File: src/rtl/shift_right_iter_32.sv
// Iterative 32-bit right shifter: one bit position per clock in SHIFT, with
// rotate, logical and arithmetic fill. The result is published to out on DONE entry.
module shift_right_iter_32 (
  input  logic        clk,
  input  logic        reset,
  input  logic        start,
  input  logic [31:0] a,
  input  logic [4:0]  amt,
  input  logic [1:0]  mode,
  output logic [31:0] out,
  output logic        busy,
  output logic        done
);

  typedef enum logic [1:0] {
    IDLE  = 2'd0,
    SHIFT = 2'd1,
    DONE  = 2'd2
  } state_t;

  localparam logic [1:0] MODE_LOGICAL    = 2'b01;
  localparam logic [1:0] MODE_ARITHMETIC = 2'b10;

  state_t      state;
  logic [31:0] work;
  logic [4:0]  cnt;
  logic [1:0]  cmode;
  logic        fill;
  logic [31:0] shifted;

  // Next working value: one-bit move right, bit 31 filled from the captured mode.
  // Mode 11 falls through to the rotate fill.
  always_comb begin
    // NOTE: every always_comb output gets a default first so no path can infer a latch.
    fill = work[0];
    unique case (cmode)
      MODE_LOGICAL:    fill = 1'b0;
      MODE_ARITHMETIC: fill = work[31];
      default:         fill = work[0];
    endcase
    shifted = {fill, work[31:1]};
  end

  // NOTE: busy/done are registered alongside the state so they change on the
  // same edge as the state they describe and can never overlap.
  always_ff @(posedge clk) begin
    if (reset) begin
      state <= IDLE;
      work  <= '0;
      cnt   <= '0;
      cmode <= 2'b00;
      out   <= '0;
      busy  <= 1'b0;
      done  <= 1'b0;
    end else begin
      unique case (state)
        IDLE, DONE: begin
          if (start) begin
            work  <= a;
            cnt   <= amt;
            cmode <= mode;
            if (amt != 5'd0) begin
              state <= SHIFT;
              busy  <= 1'b1;
              done  <= 1'b0;
            end else begin
              state <= DONE;
              out   <= a;
              busy  <= 1'b0;
              done  <= 1'b1;
            end
          end else begin
            state <= IDLE;
            busy  <= 1'b0;
            done  <= 1'b0;
          end
        end

        SHIFT: begin
          work <= shifted;
          // The last shift still happens on the cycle the counter reads 1.
          if (cnt <= 5'd1) begin
            cnt   <= 5'd0;
            state <= DONE;
            out   <= shifted;
            busy  <= 1'b0;
            done  <= 1'b1;
          end else begin
            cnt <= cnt - 5'd1;
          end
        end

        default: begin
          state <= IDLE;
          busy  <= 1'b0;
          done  <= 1'b0;
        end
      endcase
    end
  end

endmodule

File: config.mk
export PLATFORM = sky130hd
export DESIGN_NAME = shift_right_iter_32
export DESIGN_NICKNAME = d
export VERILOG_FILES = /design/src/rtl/shift_right_iter_32.sv
export SDC_FILE = /design/constraint.sdc
export NUM_CORES = 1
export LEC_CHECK = 0
export CAP_MARGIN = 25
export CORE_MARGIN = 3
export CORE_UTILIZATION = 50
export CTS_CLUSTER_DIAMETER = 50
export DETAILED_ROUTE_END_ITERATION = 10
export PLACE_DENSITY = 0.82
export SYNTH_ARGS = -nofsm -noshare
export SYNTH_HDL_FRONTEND = slang
export SYNTH_SLANG_ARGS = --single-unit
File: constraint.sdc
create_clock -name clk -period 4.9 [get_ports clk]
set_input_delay 0.98 -clock clk [delete_from_list [all_inputs] [get_ports clk]]
set_output_delay 0.98 -clock clk [all_outputs]
set_load 0.01 [all_outputs]
==> impl_metrics.ini, run 1 <==
[status]
run_status = finished, final reports clean

[logic_synthesis]
yosysWarningCount = 0
netlist_instances = 425
post-synth-top-area-cell = dfxtp_1
syn_area_per_cell_um2 = 8.02
mappedNetlistNets = 470
netlist.area_leader.share = 0.435
synthTopCellsByArea = dfxtp_1 (43%), nand2_1 (15%), a311oi_1 (14%)
synth_area_mm2 = 0.00341
synth_seq_area_share = 0.435
synth-seq-cells = 74
synthDistinctLibCells = 34

[layout]
layout.filler_cells = 512
drive_above_1_share = 0.0772
area_delta_synth_final_pct = 25.8
fin_nets = 519
layout_common_cells = nand2_1 (132), dfxtp_1 (74), clkdlybuf4s50_1 (74)
antenna-diode-count = 0
layout_commonest_cell = nand2_1
multi_input_comb_area_mm2 = 0.00172
regArea_mm2 = 0.00148

[timing]
setup-tns-final_ps = 0
finalCriticalPeriod_ps = 3310
setup_repair_after_global_routing_missed_its_margin = false
whs_ps = 468
setup_violations = 0
final_hold_viol_count = 0
layout_worst_path_cycle_share = 0.675
fmaxAchievable_mhz = 302
slew_of_the_pin_with_the_lowest_slew_margin_ps = 975
clock_skew_ps = 8.16
timing.final.max_slew_violations = 0
slew-limit-headroom = 0.348

[die]
floorplan.initialDensity = 0.525
floorplan.rows = 29
design.die.area_mm2 = 0.00784
floorplan.io_pins = 76
die_width_um = 88.6
core-area_mm2 = 0.00649
die_y_um = 88.6

[clocking]
cts-resized-gates = 0
clk_transition_reported_paths_ps = 80
numClockSinks = 74
cts_tree = built
clk_path_buf_depth = 2
clock_tree.root_cell = clkbuf_8
cts_made_buffers = 9
clock_tree.htree_level_count = 3
clkLatencyLatePin_ps = 340
hold_fix_buffer_count_after_cts = 0
cts_post_setup_buffers_inserted = 0

[power_and_ir_drop]
power.combinational.fraction = 0.257
p_seq_frac = 0.461
pwr_density_cell_mw_per_mm2 = 373
worst_ir_drop_vdd_uv = 179
p_sw_mw = 0.489
power_switching_share = 0.306
p_clk_frac = 0.281
p_int_mw = 1.11
leakage_nw = 1.57

[setup_path]
worst_setup_path_end_kind = register
crit_arrival_ps = 3490
worst-endpoint-required_ps = 5080
worst-path-max-fanout = 33
worstSetupStartpointType = input port
path_class = input port to register

[grt]
first_global_vias = 3036
antenna_found_initial = 0
grt_pass1_wl_mm = 13.7
grt_usage = 0.219
pin_count_of_the_biggest_net_entering_global_routing = 101
global_route.overflow_total = 0

[drt]
average_wire_length_per_cell_after_detail_routing_um = 14.9
route.detailed.drc = 0
routed_via_density = 5.76
via_count = 3201
dr.pass1.iters = 5
drt_iter0_markers = 172
total_routed_length_mm = 8.28
drt.antenna.violating_nets = 0

[place]
portbufs = 75
post_detail_place_hpwl_mm = 5.29
gp_congestion = 0.802

[hold_path]
hold_path_class = register to register

[flow_run]
drv_cap = 0
[synth_stat cells]
cell type,instances
clkbuf_1,28
xor2_1,3
o21ai_0,2
o22ai_1,1
and2_1,2
buf_1,1
a21o_1,1
nor2b_1,2
a222oi_1,1
nor3_4,1
o221ai_1,1
a21oi_1,7
ha_1,3
or2_1,1
or4_4,1
nor3b_1,1
buf_4,2
mux2_2,3
nand3b_1,1
a311oi_2,7
nor2_1,37
buf_2,8
o22a_1,1
nand2_1,132
nand2b_1,2
inv_1,4
a22oi_1,3
nor3_1,33
o21bai_1,1
a311oi_1,55
and3_1,1
mux2i_1,1
dfxtp_1,74
buf_6,4
[path summary, 6_finish.rpt]
check | start | end | slack [ps] | cells past startpoint
min | cmode[1]$_SDFFE_PP0P_ | cmode[1]$_SDFFE_PP0P_ | 470 | 2
max | amt[2] | out[24]$_SDFFE_PP0P_ | 1590 | 7
min reg2reg | cmode[1]$_SDFFE_PP0P_ | cmode[1]$_SDFFE_PP0P_ | 470 | 2
max reg2reg | state[0]$_SDFFE_PP0P_ | out[24]$_SDFFE_PP0P_ | 2360 | 7
[routing by layer]
metal | wire, um | track usage | vias up
met3 | 449 | 0.0372 | 21
met5 | 0 | 0 | -
met1 | 3750 | 0.285 | 1471
met4 | 207 | 0.103 | 0
li1 | - | - | 1601
met2 | 3870 | 0.353 | 108
[per-stage QoR]
| step | std cells | cell area (um2) | utilization | total power, mW | setup WS [ps] |
|---|---|---|---|---|---|
| after floorplan | 425 | 3410 | - | 1.00 | 2590 |
| after global placement | 540 | 4100 | 0.632 | 1.15 | 1280 |
| after detailed placement | 540 | 4100 | 0.632 | 1.16 | 1240 |
| after CTS | 556 | 4290 | 0.660 | 1.61 | 1590 |
| after global routing | 556 | 4290 | 0.660 | 1.69 | 1470 |
| final | 556 | 4290 | 0.660 | 1.60 | 1590 |
[cell type report]
type	count	share of cell area
timing repair buffer	81	0.184
tap	77	0.0225
inverter	4	0.00350
clock buffer	10	0.0298
sequential	74	0.345
multi-input combinational	304	0.401
clock inverter	6	0.0134
[sequential cells by signal (all words and copies together) (netlist names)]
| signal | cells |
|---|---|
| busy | 1 |
| out | 32 |
| done | 1 |
| cmode | 2 |
| cnt | 5 |
| state | 1 |
| work | 32 |
[power by group through the flow]
stage                     clock [mW]  sequential, mW  combinational, mW
after detailed placement           0           0.750              0.411
after global placement             0           0.747              0.401
after CTS                      0.458           0.737              0.413
final                          0.450           0.738              0.412
after floorplan                    0           0.753              0.251
after global routing           0.486           0.747              0.459
[worst max-delay path, cell delays in order]
cell and delay, ps:
clkdlybuf4s50_1 420, or4_4 560, nor3_4 110, buf_4 360, or2_1 570, buf_4 360
a311oi_1 120
[kinds of logic after synthesis]
logic type,Yosys count,share of synthesized area
AO/OA/AOI/OAI,80,0.206
XOR/XNOR,3,0.00771
adder cells (fa/ha/maj),3,0.0110
buffers and inverters,47,0.0657
flip-flops,74,0.435
multiplexers,4,0.0128
AND/OR/NAND/NOR,214,0.262
No activity file was read; power rests on OpenSTA's default activity.
==> run 2, diff against run 1 <==
clock period = 3.4 ns   (was 4.9 ns; I/O delays follow)
==> run 2 against run 1 <==
  * Non-clock buffer count up 2
  * Cell count up 0.36%
  * Die area unchanged
  * Largest power group unchanged
  * Largest cell class unchanged
==> impl_metrics.ini, run 2 (synthesis results as in run 1) <==
[timing]
setup_violations = 0
slew_of_the_pin_with_the_lowest_slew_margin_ps = 985
clock_skew_ps = 18.8
final_hold_viol_count = 0
timing.final.max_slew_violations = 0
slew-limit-headroom = 0.343
min_setup_slack_post_route_ps = 1100
layout_worst_path_cycle_share = 0.676
fmaxAchievable_mhz = 435
setup-tns-final_ps = 0
finalCriticalPeriod_ps = 2300
setup_repair_after_global_routing_missed_its_margin = false

[setup_path]
worst-endpoint-required_ps = 3650
crit_path_max_incr_delay_ps = 560
critical_path.top_delay_family = buffers and inverters
worst-path-max-fanout = 32
crit_arrival_ps = 2550
worstSetupStartpointType = input port
worstPathCellList = clkdlybuf4s50_1, or4_4, nor3_4, buf_4, nor3_1, a311oi_1
count_of_buffering_cells_on_the_critical_path_with_inverters_included = 2
critical-path-slowest-cell = or4_4
worst_setup_path_end_kind = register
path_class = input port to register

[place]
post_detail_place_hpwl_mm = 5.47
place_ws_ps = 767
dpl-instance-area_mm2 = 0.00412
placedCellCount = 542
portbufs = 75
gp_congestion = 0.768

[layout]
antenna-diode-count = 0
fin_nets = 521
layout.filler_cells = 536
layout_commonest_cell = nand2_1
area_delta_synth_final_pct = 27.5
layout_common_cells = nand2_1 (132), dfxtp_1 (74), clkdlybuf4s50_1 (74)
drive_above_1_share = 0.0832
biggestRegsByFlops = out x32, work x32, cnt x5
finalNonFillerCells = 558
final_area_mm2 = 0.00434

[drt]
average_wire_length_per_cell_after_detail_routing_um = 15.5
maxUsedRoutingLayer = met4
route.detailed.drc = 0
dr_wl_met2_mm = 4.27
dr.pass1.iters = 5
routed_via_density = 5.80
via_count = 3237
wl_met1_mm = 3.82
drt.antenna.violating_nets = 0
total_routed_length_mm = 8.68
met3_routed_wirelength_um = 444
drt_iter0_markers = 216

[die]
die_y_um = 88.6
floorplan.rows = 29
design.die.area_mm2 = 0.00784
floorplan.io_pins = 76
floorplan.initialDensity = 0.525
core-area_mm2 = 0.00649
die_width_um = 88.6

[clocking]
clock_tree.root_cell = clkbuf_8
cts_tree = built
cts-resized-gates = 0
clkLatencyLatePin_ps = 350
cts_post_setup_buffers_inserted = 0
numClockSinks = 74
cts_made_buffers = 9
clock_tree.htree_level_count = 3
clk_path_buf_depth = 2
clk_transition_reported_paths_ps = 80
hold_fix_buffer_count_after_cts = 0

[grt]
pin_count_of_the_biggest_net_entering_global_routing = 101
global_route.overflow_total = 0
antenna_found_initial = 0
grt_pass1_wl_mm = 14.3
grt_usage = 0.230
first_global_vias = 3016

[power_and_ir_drop]
worst_ir_drop_vdd_uv = 254
leakage_nw = 1.59
pwr_density_cell_mw_per_mm2 = 559
fin_total_pwr_mw = 2.43

[hold_path]
hold_path_class = register to register

[flow_run]
drv_cap = 0

[status]
run_status = finished, final reports clean
-- run 2: changes by cell type in the layout (fill, tap and decap cells not counted) --
cell / change
buf_4: +2
bufinv_16: +1
clkbuf_1: -1
clkinv_2: -4
clkinv_4: +2
clkinvlp_4: +1
inv_6: +1
-- run 2: path summary, 6_finish.rpt --
path | start | end | slack, ps | cells past startpoint
worst max-delay path | amt[2] | out[3]$_SDFFE_PP0P_ | 1100 | 6
worst min-delay path | busy$_SDFFE_PP0P_ | busy$_SDFFE_PP0P_ | 460 | 2
worst max register to register | cnt[1]$_SDFFE_PP0P_ | out[3]$_SDFFE_PP0P_ | 1220 | 8
worst min register to register | busy$_SDFFE_PP0P_ | busy$_SDFFE_PP0P_ | 460 | 2
-- run 2: metal layers --
metal,GRT usage,vias up
li1,-,1604
met1,0.292,1503
met2,0.392,113
met3,0.0419,17
met4,0.0797,0
met5,0,-
-- run 2: area by class of cell --
| cell class | count | area, um2 | share of cell area |
|---|---|---|---|
| multi-input combinational | 304 | 1720 | 0.396 |
| clock inverter | 7 | 101 | 0.0233 |
| sequential | 74 | 1480 | 0.341 |
| inverter | 4 | 15.0 | 0.00346 |
| timing repair buffer | 83 | 806 | 0.185 |
| tap | 77 | 96.3 | 0.0222 |
| clock buffer | 9 | 124 | 0.0285 |
-- run 2: worst reg2reg max path: stages (launching register included) --
cell	delay, ps
dfxtp_1	400
inv_1	80
ha_1	170
o21bai_1	190
and3_1	180
buf_4	240
or2_1	240
buf_4	260
a311oi_1	340
-- run 2: metrics by stage --
| step | hold WS [ps] | util |
|---|---|---|
| after detailed placement | 454 | 0.634 |
| after CTS | 468 | 0.669 |
| final | 464 | 0.669 |
| after floorplan | 436 | - |
| after global placement | 444 | 0.634 |
| after global routing | 486 | 0.669 |
-- run 2: power by group --
group	total, mW	switching [mW]	leakage (nW)	internal (mW)
clock network	0.763	0.346	0.106	0.418
logic	0.601	0.313	0.876	0.288
registers	1.06	0.0826	0.609	0.980
total	2.43	0.742	1.59	1.69
==> run 3, diff against run 2 <==
CORE_UTILIZATION = 45   (was 50)
PLACE_DENSITY = 0.78   (was 0.82)
clock period = 2 ns   (was 3.4 ns; I/O delays follow)
==> run 3 against run 2 <==
  * Via count up 3.2%
  * Worst hold slack worse by 79 ps
  * Core utilization down 5.7 points
  * Clock skew down 9.7 ps
  * Non-clock buffer count up 7
  * Power up 77%
  * Die area up 10%
  * Cell count up 5.2%
  * Worst setup slack worse by 990 ps
  * Critical path type unchanged
  * Largest cell class unchanged
  * Highest routed layer unchanged
==> impl_metrics.ini, run 3 (synthesis results as in run 1) <==
[drt]
dr_wl_met2_mm = 4.36
drt.antenna.violating_nets = 0
maxUsedRoutingLayer = met4
via_count = 3341
wl_met1_mm = 3.72
route.detailed.drc = 0
average_wire_length_per_cell_after_detail_routing_um = 15.1
met3_routed_wirelength_um = 590
routed_via_density = 5.69
drt_iter0_markers = 253
dr.pass1.iters = 6
total_routed_length_mm = 8.85

[timing]
final_hold_viol_count = 0
clock_skew_ps = 9.07
setup_repair_after_global_routing_missed_its_margin = true
setup_violations = 0
fmaxAchievable_mhz = 529
finalCriticalPeriod_ps = 1890
setup-tns-final_ps = 0
slew_of_the_pin_with_the_lowest_slew_margin_ps = 446
slew-limit-headroom = 0.703
timing.final.max_slew_violations = 0
layout_worst_path_cycle_share = 0.946
min_setup_slack_post_route_ps = 109

[power_and_ir_drop]
p_seq_frac = 0.420
pwr_density_cell_mw_per_mm2 = 962
p_sw_mw = 1.25
worst_ir_drop_vdd_uv = 507
power_switching_share = 0.292
leakage_nw = 1.64
p_int_mw = 3.04
power.combinational.fraction = 0.245
p_clk_frac = 0.335

[die]
floorplan.io_pins = 76
core-area_mm2 = 0.00729
die_width_um = 93.0
design.die.area_mm2 = 0.00865
floorplan.rows = 31
floorplan.initialDensity = 0.467
die_y_um = 93.0

[clocking]
cts-resized-gates = 0
clkLatencyLatePin_ps = 350
numClockSinks = 74
clock_tree.htree_level_count = 3
cts_post_setup_buffers_inserted = 0
clock_tree.root_cell = clkbuf_8
clk_transition_reported_paths_ps = 80
cts_made_buffers = 9
hold_fix_buffer_count_after_cts = 0
cts_tree = built
clk_path_buf_depth = 2

[grt]
grt_pass1_wl_mm = 15.0
pin_count_of_the_biggest_net_entering_global_routing = 75
global_route.overflow_total = 0
grt_usage = 0.212
first_global_vias = 3197
antenna_found_initial = 0

[layout]
drive_above_1_share = 0.0963
layout_commonest_cell = nand2_1
final_core_util = 0.612
fin_nets = 528
finalNonFillerCells = 587
multi_input_comb_area_mm2 = 0.00172
layout.filler_cells = 662
antenna-diode-count = 0
biggestRegsByFlops = out x32, work x32, cnt x5
regArea_mm2 = 0.00148
area_delta_synth_final_pct = 30.9
layout_common_cells = nand2_1 (132), dfxtp_1 (74), clkdlybuf4s50_1 (74)

[place]
place_ws_ps = -257
post_detail_place_hpwl_mm = 6.04
gp_congestion = 0.789
placedCellCount = 571
portbufs = 75

[setup_path]
worst-endpoint-required_ps = 2250
timing.critical_path.to = out[23]$_SDFFE_PP0P_
worst_setup_path_end_kind = register
worstSetupStartpointType = input port
worstSetupStartpoint = amt[2]
reg2reg_to = out[23]$_SDFFE_PP0P_
r2r_slack_ps = 150
worstReg2RegStart = cnt[1]$_SDFFE_PP0P_
worst-r2r-cell-count = 7
worst-path-max-fanout = 14
path_class = input port to register
crit_arrival_ps = 2140

[flow_run]
drv_cap = 0

[status]
run_status = finished, final reports clean

[hold_path]
hold_path_class = input port to register
-- run 3: how the worst min path moves through the flow --
stage	startpoint	endpoint	slack (ps)	cells after the start
floorplan	cmode[0]$_SDFFE_PP0P_	cmode[0]$_SDFFE_PP0P_	440	2
global placement	cmode[0]$_SDFFE_PP0P_	cmode[0]$_SDFFE_PP0P_	440	2
detailed placement	out[31]$_SDFFE_PP0P_	out[31]$_SDFFE_PP0P_	460	2
CTS	reset	work[31]$_SDFFE_PP0P_	360	2
global route	reset	work[13]$_SDFFE_PP0P_	390	2
finish	reset	work[13]$_SDFFE_PP0P_	380	2
-- run 3: per-layer routing --
| layer | global-route usage | vias up |
|---|---|---|
| met2 | 0.356 | 138 |
| li1 | - | 1624 |
| met4 | 0.0904 | 0 |
| met5 | 0 | - |
| met3 | 0.0499 | 14 |
| met1 | 0.260 | 1565 |
-- run 3: final cells by class --
type,instances,share of cell area
multi-input cells,304,0.385
flip-flops and latches,74,0.332
inverters,4,0.00336
clock buffers,10,0.0308
well taps,99,0.0278
clock inverters,6,0.0255
repair buffers,90,0.195
-- run 3: stage by stage --
step                      hold slack (ps)  area, um2  power [mW]
after CTS                             361       4460        4.32
after global routing                  386       4460        4.51
after global placement                444       4210        2.84
after detailed placement              457       4210        2.88
after floorplan                       436       3410        2.46
final                                 385       4460        4.29
-- run 3: worst max-delay path: stages --
cell             delay (ps)
clkdlybuf4s50_1         430
or4_4                   570
nor3_4                  150
buf_4                   240
nor3_1                   70
a311oi_1                270
-- run 3: power by group through the flow --
stage,Combinational [mW],Sequential [mW],Clock [mW]
3_3_place_gp,1.02,1.83,0
3_5_place_dp,1.05,1.83,0
6_report,1.05,1.80,1.44
4_1_cts,1.05,1.80,1.46
2_1_floorplan,0.616,1.85,0
5_1_grt,1.16,1.83,1.52
